--- src/rtl/led_serial_driver.sv ---
// Parallel-to-serial driver for a cascaded LED shift-register chain:
// clear pulse, bit-serial stream with its own shift clock, then a latch-enable pulse.
module led_serial_driver #(
    parameter int unsigned DATA_BITS       = 16,
    parameter int unsigned DATA_COUNT_BITS = 4,
    parameter int unsigned DIR             = 0,
    parameter int unsigned HALF_PERIOD     = 1
) (
    input  logic                 clk,
    input  logic                 rst,
    input  logic                 Start,
    input  logic [DATA_BITS-1:0] PData,
    output logic                 sclk,
    output logic                 sclrn,
    output logic                 sout,
    output logic                 EN,
    output logic                 busy,
    output logic                 done
);

    typedef enum logic [2:0] {
        IDLE,
        CLEAR,
        SHIFT_LO,
        SHIFT_HI,
        LATCH
    } state_t;

    localparam logic [7:0]                 PHASE_RELOAD = 8'(HALF_PERIOD - 1);
    localparam logic [DATA_COUNT_BITS-1:0] LAST_BIT     = DATA_COUNT_BITS'(DATA_BITS - 1);

    state_t                     state_q, state_d;
    logic [7:0]                 phase_q, phase_d;
    logic [DATA_COUNT_BITS-1:0] cnt_q, cnt_d;
    logic [DATA_BITS-1:0]       shreg_q, shreg_d;
    logic                       start_prev_q, start_prev_d;
    logic                       sclk_q, sclk_d;
    logic                       sclrn_q, sclrn_d;
    logic                       sout_q, sout_d;
    logic                       en_q, en_d;
    logic                       busy_q, busy_d;
    logic                       done_q, done_d;

    logic                       start_edge;
    logic                       phase_end;
    logic                       head_bit;
    logic                       shifted_head;
    logic [DATA_BITS-1:0]       shifted;

    // Head bit is the one driven next; shifting moves the following bit into it.
    always_comb begin
        if (DIR == 0) begin
            head_bit = shreg_q[DATA_BITS-1];
            shifted  = {shreg_q[DATA_BITS-2:0], 1'b0};
            shifted_head = shifted[DATA_BITS-1];
        end else begin
            head_bit = shreg_q[0];
            shifted  = {1'b0, shreg_q[DATA_BITS-1:1]};
            shifted_head = shifted[0];
        end
    end

    always_comb begin
        start_edge   = Start & ~start_prev_q;
        phase_end    = (phase_q == 8'd0);

        state_d      = state_q;
        phase_d      = phase_q;
        cnt_d        = cnt_q;
        shreg_d      = shreg_q;
        start_prev_d = Start;
        sclk_d       = sclk_q;
        sclrn_d      = sclrn_q;
        sout_d       = sout_q;
        en_d         = en_q;
        busy_d       = busy_q;
        done_d       = 1'b0;

        if (state_q != IDLE) begin
            phase_d = phase_end ? PHASE_RELOAD : phase_q - 8'd1;
        end

        case (state_q)
            IDLE: begin
                sclk_d  = 1'b0;
                sclrn_d = 1'b1;
                en_d    = 1'b0;
                if (start_edge) begin
                    shreg_d = PData;
                    cnt_d   = '0;
                    busy_d  = 1'b1;
                    sclrn_d = 1'b0;
                    phase_d = PHASE_RELOAD;
                    state_d = CLEAR;
                end
            end
            CLEAR: begin
                if (phase_end) begin
                    sclrn_d = 1'b1;
                    sout_d  = head_bit;
                    state_d = SHIFT_LO;
                end
            end
            SHIFT_LO: begin
                if (phase_end) begin
                    sclk_d  = 1'b1;
                    state_d = SHIFT_HI;
                end
            end
            SHIFT_HI: begin
                if (phase_end) begin
                    sclk_d = 1'b0;
                    if (cnt_q == LAST_BIT) begin
                        en_d    = 1'b1;
                        state_d = LATCH;
                    end else begin
                        cnt_d   = cnt_q + DATA_COUNT_BITS'(1);
                        shreg_d = shifted;
                        sout_d  = shifted_head;
                        state_d = SHIFT_LO;
                    end
                end
            end
            LATCH: begin
                if (phase_end) begin
                    en_d    = 1'b0;
                    busy_d  = 1'b0;
                    done_d  = 1'b1;
                    sout_d  = 1'b0;
                    state_d = IDLE;
                end
            end
            default: begin
                state_d = IDLE;
            end
        endcase
    end

    always_ff @(posedge clk) begin
        if (rst) begin
            state_q      <= IDLE;
            phase_q      <= '0;
            cnt_q        <= '0;
            shreg_q      <= '0;
            start_prev_q <= 1'b0;
            sclk_q       <= 1'b0;
            sclrn_q      <= 1'b1;
            sout_q       <= 1'b0;
            en_q         <= 1'b0;
            busy_q       <= 1'b0;
            done_q       <= 1'b0;
        end else begin
            state_q      <= state_d;
            phase_q      <= phase_d;
            cnt_q        <= cnt_d;
            shreg_q      <= shreg_d;
            start_prev_q <= start_prev_d;
            sclk_q       <= sclk_d;
            sclrn_q      <= sclrn_d;
            sout_q       <= sout_d;
            en_q         <= en_d;
            busy_q       <= busy_d;
            done_q       <= done_d;
        end
    end

    assign sclk  = sclk_q;
    assign sclrn = sclrn_q;
    assign sout  = sout_q;
    assign EN    = en_q;
    assign busy  = busy_q;
    assign done  = done_q;

endmodule

--- config.mk ---
export PLATFORM = sky130hd
export DESIGN_NAME = led_serial_driver
export DESIGN_NICKNAME = d
export VERILOG_FILES = /design/src/rtl/led_serial_driver.sv
export SDC_FILE = /design/constraint.sdc
export NUM_CORES = 1
export LEC_CHECK = 0
export CAP_MARGIN = 10
export CORE_MARGIN = 2
export CORE_UTILIZATION = 55
export CTS_BUF_LIST = sky130_fd_sc_hd__clkbuf_8
export CTS_CLUSTER_SIZE = 30
export DETAILED_ROUTE_END_ITERATION = 12
export GPL_TIMING_DRIVEN = 0
export PLACE_DENSITY = 0.8
export SETUP_SLACK_MARGIN = 0.1
export SLEW_MARGIN = 10
export SYNTH_ARGS = -nofsm -noshare
export SYNTH_HDL_FRONTEND = slang
export SYNTH_SLANG_ARGS = --single-unit
--- constraint.sdc ---
create_clock -name clk -period 6.46 [get_ports clk]
set_input_delay 1.938 -clock clk [delete_from_list [all_inputs] [get_ports clk]]
set_output_delay 1.938 -clock clk [all_outputs]
set_load 0.05 [all_outputs]
==> results.ini, run 1 <==
[clock_network]
path_clk_slew_ps=80
clock_path_buffers=2
cts_resized=0
clkSinkCount=38
insertion_delay_ps=300
cts_root_buf=clkbuf_8
cts_tree=done
cts_buffers=5
ctsHoldBuffers=0
cts_setup_buffers=0
h-tree-depth=2

[power_and_ir_drop]
switching_share_pct=41.2
switchingPower_mw=0.450
p_leak_nw=0.814
p_seq_share_pct=30.8
p_clk_share_pct=23.1
total_power_mw=1.09
ir_drop_v=0.000254
p_comb_share_pct=46.1
p_int_mw=0.643
power_density_nw_per_um2=467

[floorplan]
coreArea_um2=3340
dieHeight_um=62.8
rows=21
die_w_um=62.8
start_util_pct=57.0
io_pins=25
dieArea_um2=3940

[drt]
firstDrtPassIters=4
ant_nets=0
wl_per_cell_um=15.2
drt-total-wl_um=4670
drt-initial-drc-count=139
vias=1880
drcViolationCount=0
via_per_inst=6.14

[synth]
synth_seq_cells=38
synth_cells=228
synth_ff_type=dfxtp_1
yosys_warnings=0
ys_types=43
synth_fp_nets=249
async_flop_share_pct=0
syn_area_per_cell_um2=8.34
syn_area_um2=1900
synth_edf_count=0
synth_seq_area_share_pct=40.0

[critical_path]
arrival_ps=3730
max_stage_delay_ps=610
slowest_stage=clkdlybuf4s50_1
crit_family=buffers and inverters
crit_buf_inv=3
cp.required_ps=6650
critPathKind=in2reg
cp_cell_sequence=clkdlybuf4s50_1 > clkbuf_1 > buf_1 > a21oi_1 > o41ai_1
start_kind=input port
worst_setup_path_end_kind=flip-flop
path_max_fanout=10

[timing]
worst_pin_slew_ps=695
fin_skew_ps=7.08
finalSetupViolations=0
timing.fmax_mhz=283
hold_viol=0
drv_slew=0
rsz0062_at_grt=false
min_period_over_period_pct=54.8
final.setup.tns_ps=0
finalHoldWorstSlack_ps=481
relSlewSlack_pct=53.7
fin_crit_ps=3540

[job]
drv_cap=0

[global_route]
grt_first_pass_wirelength_um=7850
grt_pass1_vias=1770
grt_max_degree=13
track_usage_pct=25.1
grt_overflow=0
antenna_found_initial=0

[finish]
drive_gt1_share_pct=10.4
final_cells=306
antenna_cells=0
final_nets=280
area_growth_pct=23.2
final_core_util_pct=70.2

[placement]
dp_hpwl_um=3170
numPortBuffers=24
gp_congestion=0.840
dp_cells=298

[run_status]
status=finished, final reports clean

[hold_path]
hold_path_class=reg2reg

==> cell usage after synthesis (2+ instances only) <==
cell | instances | area share [%]
o32ai_1 | 2 | 0.92
or4_1 | 2 | 0.79
a21oi_1 | 17 | 4.5
nor2_1 | 11 | 2.2
a311oi_2 | 9 | 7.1
nand2b_1 | 6 | 2.0
o22ai_1 | 3 | 0.99
or3_1 | 6 | 2.0
buf_2 | 3 | 0.79
o311ai_0 | 2 | 0.92
nor4_1 | 5 | 1.6
o21ai_0 | 4 | 1.1
inv_1 | 6 | 1.2
nor3_1 | 20 | 5.3
a211oi_1 | 3 | 1.2
nand3_1 | 7 | 1.8
nor2_2 | 2 | 0.66
clkbuf_1 | 9 | 1.8
nand4_1 | 2 | 0.66
nor2b_1 | 3 | 0.99
ha_1 | 2 | 1.3
a311oi_1 | 7 | 3.2
dfxtp_1 | 38 | 40
nand2_1 | 39 | 7.7
nand3b_1 | 2 | 0.79
==> cells by family after synthesis <==
| kind of cell | synth area share [%] |
|---|---|
| compound gates | 23.4 |
| xor+xnor | 0.461 |
| fa+ha+maj | 1.32 |
| buf+inv | 4.54 |
| flops | 40.0 |
| simple gates | 30.3 |
==> placed cells by master, fill, tap and decap left out, types with 3 or more instances in the layout <==
cell             synthesis  final
a211oi_1                 3      3
a21oi_1                 17     17
a311oi_1                 7      7
a311oi_2                 9      9
buf_2                    3      3
clkbuf_1                 9      9
clkbuf_8                 0      6
clkdlybuf4s50_1          0     24
dfxtp_1                 38     38
inv_1                    6      6
nand2_1                 39     39
nand2b_1                 6      6
nand3_1                  7      7
nor2_1                  11     11
nor2b_1                  3      3
nor3_1                  20     20
nor4_1                   5      5
o21ai_0                  4      4
o22ai_1                  3      3
or3_1                    6      6
==> path summary, 6_finish.rpt <==
path                            startpoint         end  slack [ps]  depth (start not counted)
worst min register to register  shreg_q[1]  shreg_q[2]         480                          2
worst max register to register  phase_q[0]  shreg_q[9]        3930                          7
worst max-delay path                   rst       sclrn        2920                          5
worst min-delay path            shreg_q[1]  shreg_q[2]         480                          2
==> final cells by class <==
| cell class | count | area, um2 |
|---|---|---|
| fill | 277 | 996 |
| timing repair buffer | 24 | 240 |
| clock buffer | 6 | 82.6 |
| sequential | 38 | 761 |
| tap | 46 | 57.6 |
| clock inverter | 2 | 60.1 |
| multi-input combinational | 170 | 1050 |
| inverter | 6 | 22.5 |
| buffer | 14 | 63.8 |
==> power by group through the flow <==
stage	Sequential [mW]	Clock, mW	Combinational [mW]
final	0.337	0.252	0.505
after global routing	0.344	0.261	0.555
after CTS	0.335	0.252	0.498
after detailed placement	0.340	0	0.492
after global placement	0.338	0	0.487
after floorplan	0.357	0	0.356
==> registers in the layout (all words and copies together) (netlist names) <==
name / count
done: 1
start_prev_q: 1
sclk: 1
phase_q: 8
cnt_q: 4
sclrn: 1
EN: 1
state_q: 3
shreg_q: 16
sout: 1
busy: 1
==> worst reg2reg max path: cells and delay by family, from the launching register on <==
family                     cells  cell delay (ps)
and+or+nand+nor                3             1300
buffers and inverters          2              420
DFF                            1              310
adders and majority gates      1              210
AOI/OAI and AO/OA              1              150
==> routing by layer <==
| layer | wire length, um | GRT usage [%] | vias up |
|---|---|---|---|
| met3 | 218 | 6.13 | 9 |
| met5 | 0 | 0 | - |
| met4 | 70 | 7.50 | 0 |
| met2 | 2190 | 41.9 | 59 |
| met1 | 2180 | 32.0 | 898 |
| li1 | - | - | 914 |
==> per-stage QoR <==
step | setup WS [ps] | instance area, um2
2_1_floorplan | 3500 | 1900
3_3_place_gp | 2680 | 2200
3_5_place_dp | 2640 | 2200
4_1_cts | 2930 | 2340
5_1_grt | 2780 | 2340
6_report | 2920 | 2340
Note: power is estimated with default switching activity, not from simulation.
==> run 2: changes to the inputs <==
--- a/config.mk
+++ b/config.mk
@@ -7,12 +7,12 @@
 export LEC_CHECK = 0
 export CAP_MARGIN = 10
 export CORE_MARGIN = 2
-export CORE_UTILIZATION = 55
+export CORE_UTILIZATION = 51
 export CTS_BUF_LIST = sky130_fd_sc_hd__clkbuf_8
 export CTS_CLUSTER_SIZE = 30
 export DETAILED_ROUTE_END_ITERATION = 12
 export GPL_TIMING_DRIVEN = 0
-export PLACE_DENSITY = 0.8
+export PLACE_DENSITY = 0.78
 export SETUP_SLACK_MARGIN = 0.1
 export SLEW_MARGIN = 10
 export SYNTH_ARGS = -nofsm -noshare
==> constraint.sdc (replaced) <==
create_clock -name clk -period 2.9 [get_ports clk]
set_input_delay 0.87 -clock clk [delete_from_list [all_inputs] [get_ports clk]]
set_output_delay 0.87 -clock clk [all_outputs]
set_load 0.05 [all_outputs]
==> results.ini, run 2 (same netlist as run 1, synthesis figures left out) <==
[clock_network]
cts_resized=0  ; unchanged
ctsHoldBuffers=0  ; unchanged
path_clk_slew_ps=70  ; was 80 ps
cts_setup_buffers=0  ; unchanged
cts_buffers=5  ; unchanged
cts_root_buf=clkbuf_8  ; unchanged
clock_path_buffers=2  ; unchanged
clkSinkCount=38  ; unchanged
cts_tree=done  ; unchanged
h-tree-depth=2  ; unchanged
insertion_delay_ps=300  ; about the same

[timing]
min_period_over_period_pct=83.4
setup_ws_ps=482  ; was 2920 ps
timing.fmax_mhz=414
finalSetupViolations=0  ; unchanged
fin_crit_ps=2420
worst_pin_slew_ps=696  ; was 695 ps
final.setup.tns_ps=0  ; unchanged
relSlewSlack_pct=53.2  ; was 53.7%
drv_slew=0  ; unchanged
rsz0062_at_grt=false  ; unchanged
hold_viol=0  ; unchanged
fin_skew_ps=5.92  ; was 7.08 ps

[global_route]
antenna_found_initial=0  ; unchanged
grt_overflow=0  ; unchanged
grt_first_pass_wirelength_um=7610  ; was 7850 um
grt_max_degree=12  ; was 13
grt_pass1_vias=1655  ; was 1770
track_usage_pct=23.1  ; was 25.1%

[drt]
drt-initial-drc-count=136  ; was 139
wl_per_cell_um=14.4  ; was 15.2 um
ant_nets=0  ; unchanged
via_per_inst=5.97  ; was 6.14
drcViolationCount=0  ; unchanged
vias=1838  ; was 1880
drt-total-wl_um=4450  ; was 4670 um
firstDrtPassIters=4  ; unchanged

[job]
drv_cap=0  ; unchanged

[run_status]
status=finished, final reports clean  ; unchanged

[placement]
gp_congestion=0.847  ; was 0.840
pre_cts_ws_ps=192  ; was 2640 ps
numPortBuffers=24  ; unchanged
dp_cells=300  ; was 298
dp_hpwl_um=3210  ; was 3170 um
place_area_um2=2200  ; about the same

[floorplan]
coreArea_um2=3630  ; was 3340 um2
dieArea_um2=4230  ; was 3940 um2
start_util_pct=52.3  ; was 57.0%
io_pins=25  ; unchanged
dieHeight_um=65.0  ; was 62.8 um
rows=22  ; was 21
die_w_um=65.0  ; was 62.8 um

[power_and_ir_drop]
power_density_nw_per_um2=982  ; was 467 nW/um2
p_seq_share_pct=33.2  ; was 30.8%
ir_drop_v=0.000487  ; was 0.000254 V
switching_share_pct=44.2  ; was 41.2%
p_int_mw=1.26  ; was 0.643 mW
switchingPower_mw=0.997  ; was 0.450 mW
p_leak_nw=0.798  ; was 0.814 nW
p_comb_share_pct=49.9  ; was 46.1%
p_clk_share_pct=16.8  ; was 23.1%

[critical_path]
worst_setup_path_end_kind=flip-flop  ; unchanged
crit_family=buffers and inverters  ; unchanged
r2r_cells=7  ; unchanged
start_kind=input port  ; unchanged
r2r_end=shreg_q[14]  ; was shreg_q[9]
r2r-start=phase_q[0]  ; unchanged
cp_cell_sequence=clkdlybuf4s50_1 > clkbuf_1 > buf_1 > a21oi_1 > o41ai_1  ; unchanged
max_stage_delay_ps=590  ; was 610 ps
r2r_slack_ps=560  ; was 3930 ps
arrival_ps=2610  ; was 3730 ps
crit_buf_inv=3  ; unchanged
slowest_stage=clkdlybuf4s50_1  ; unchanged
cp.required_ps=3100  ; was 6650 ps
critPathKind=in2reg  ; unchanged
path_max_fanout=10  ; unchanged

[hold_path]
whs_path_depth=2  ; unchanged
hold_path_class=reg2reg  ; unchanged
min_to=EN  ; was shreg_q[2]
hp-start=EN  ; was shreg_q[1]

[finish]
drive_gt1_share_pct=10.4  ; unchanged
antenna_cells=0  ; unchanged
largestRegisters=shreg_q x16, phase_q x8, cnt_q x4  ; unchanged
final_cell_mix=39 x nand2_1, 38 x dfxtp_1, 24 x clkdlybuf4s50_1  ; unchanged
final_nets=280  ; unchanged
largest_register_ffs=16  ; unchanged
layout.cells.most_common=nand2_1  ; unchanged
final_cells=308  ; was 306
max_flop_register=shreg_q  ; unchanged
design_area_um2=2300  ; was 2340 um2
area_growth_pct=20.9  ; was 23.2%

==> run 2: cell count changes in the layout (fill, tap and decap cells not counted) <==
cell	delta
bufinv_16	-2
clkinv_2	+1
inv_1	+1
nor3b_1	-1
nor3b_2	+1
==> run 2: area by class of cell <==
| class | instances | area (um2) |
|---|---|---|
| inverters | 6 | 22.5 |
| plain buffers | 14 | 63.8 |
| multi-input cells | 170 | 1060 |
| clock inverters | 2 | 8.76 |
| well taps | 48 | 60.1 |
| clock buffers | 6 | 82.6 |
| flip-flops and latches | 38 | 761 |
| fillers | 334 | 1340 |
| repair buffers | 24 | 240 |
==> run 2: worst max path at each step <==
stage / startpoint / to / slack, ps / cells past startpoint
3_3_place_gp: Start / shreg_q[9] / 190 / 6
3_5_place_dp: Start / shreg_q[14] / 190 / 6
4_1_cts: phase_q[0] / shreg_q[14] / 370 / 7
5_1_grt: Start / shreg_q[12] / 340 / 6
2_1_floorplan: phase_q[0] / shreg_q[7] / 850 / 7
6_report: rst / sclrn / 480 / 5
==> run 2: routing by layer <==
layer / up-vias / part of all wire [%] / global-route usage (%)
met3: 6 / 3.7 / 5.73
met1: 878 / 50 / 31.9
met5: - / 0 / 0
li1: 918 / - / -
met4: 0 / 1.5 / 7.81
met2: 36 / 45 / 35.3
==> run 2: per-stage QoR <==
stage               total power [mW]  hold slack, ps  utilization (%)
finish                          2.26             489             63.2
global route                    2.41             503             63.2
CTS                             2.24             488             63.1
detailed placement              1.86             468             60.6
global placement                1.84             456             60.6
floorplan                       1.59             448                -
==> run 2: power groups by stage <==
stage	Sequential, mW	Combinational (mW)	Clock, mW
after CTS	0.746	1.11	0.383
after detailed placement	0.756	1.11	0
final	0.750	1.13	0.379
after global routing	0.765	1.24	0.404
after floorplan	0.795	0.794	0
after global placement	0.751	1.09	0
==> run 2: worst min-delay path: stages, from the launching register on <==
cell and delay, ps:
dfxtp_1 320, inv_1 50, a221oi_1 60
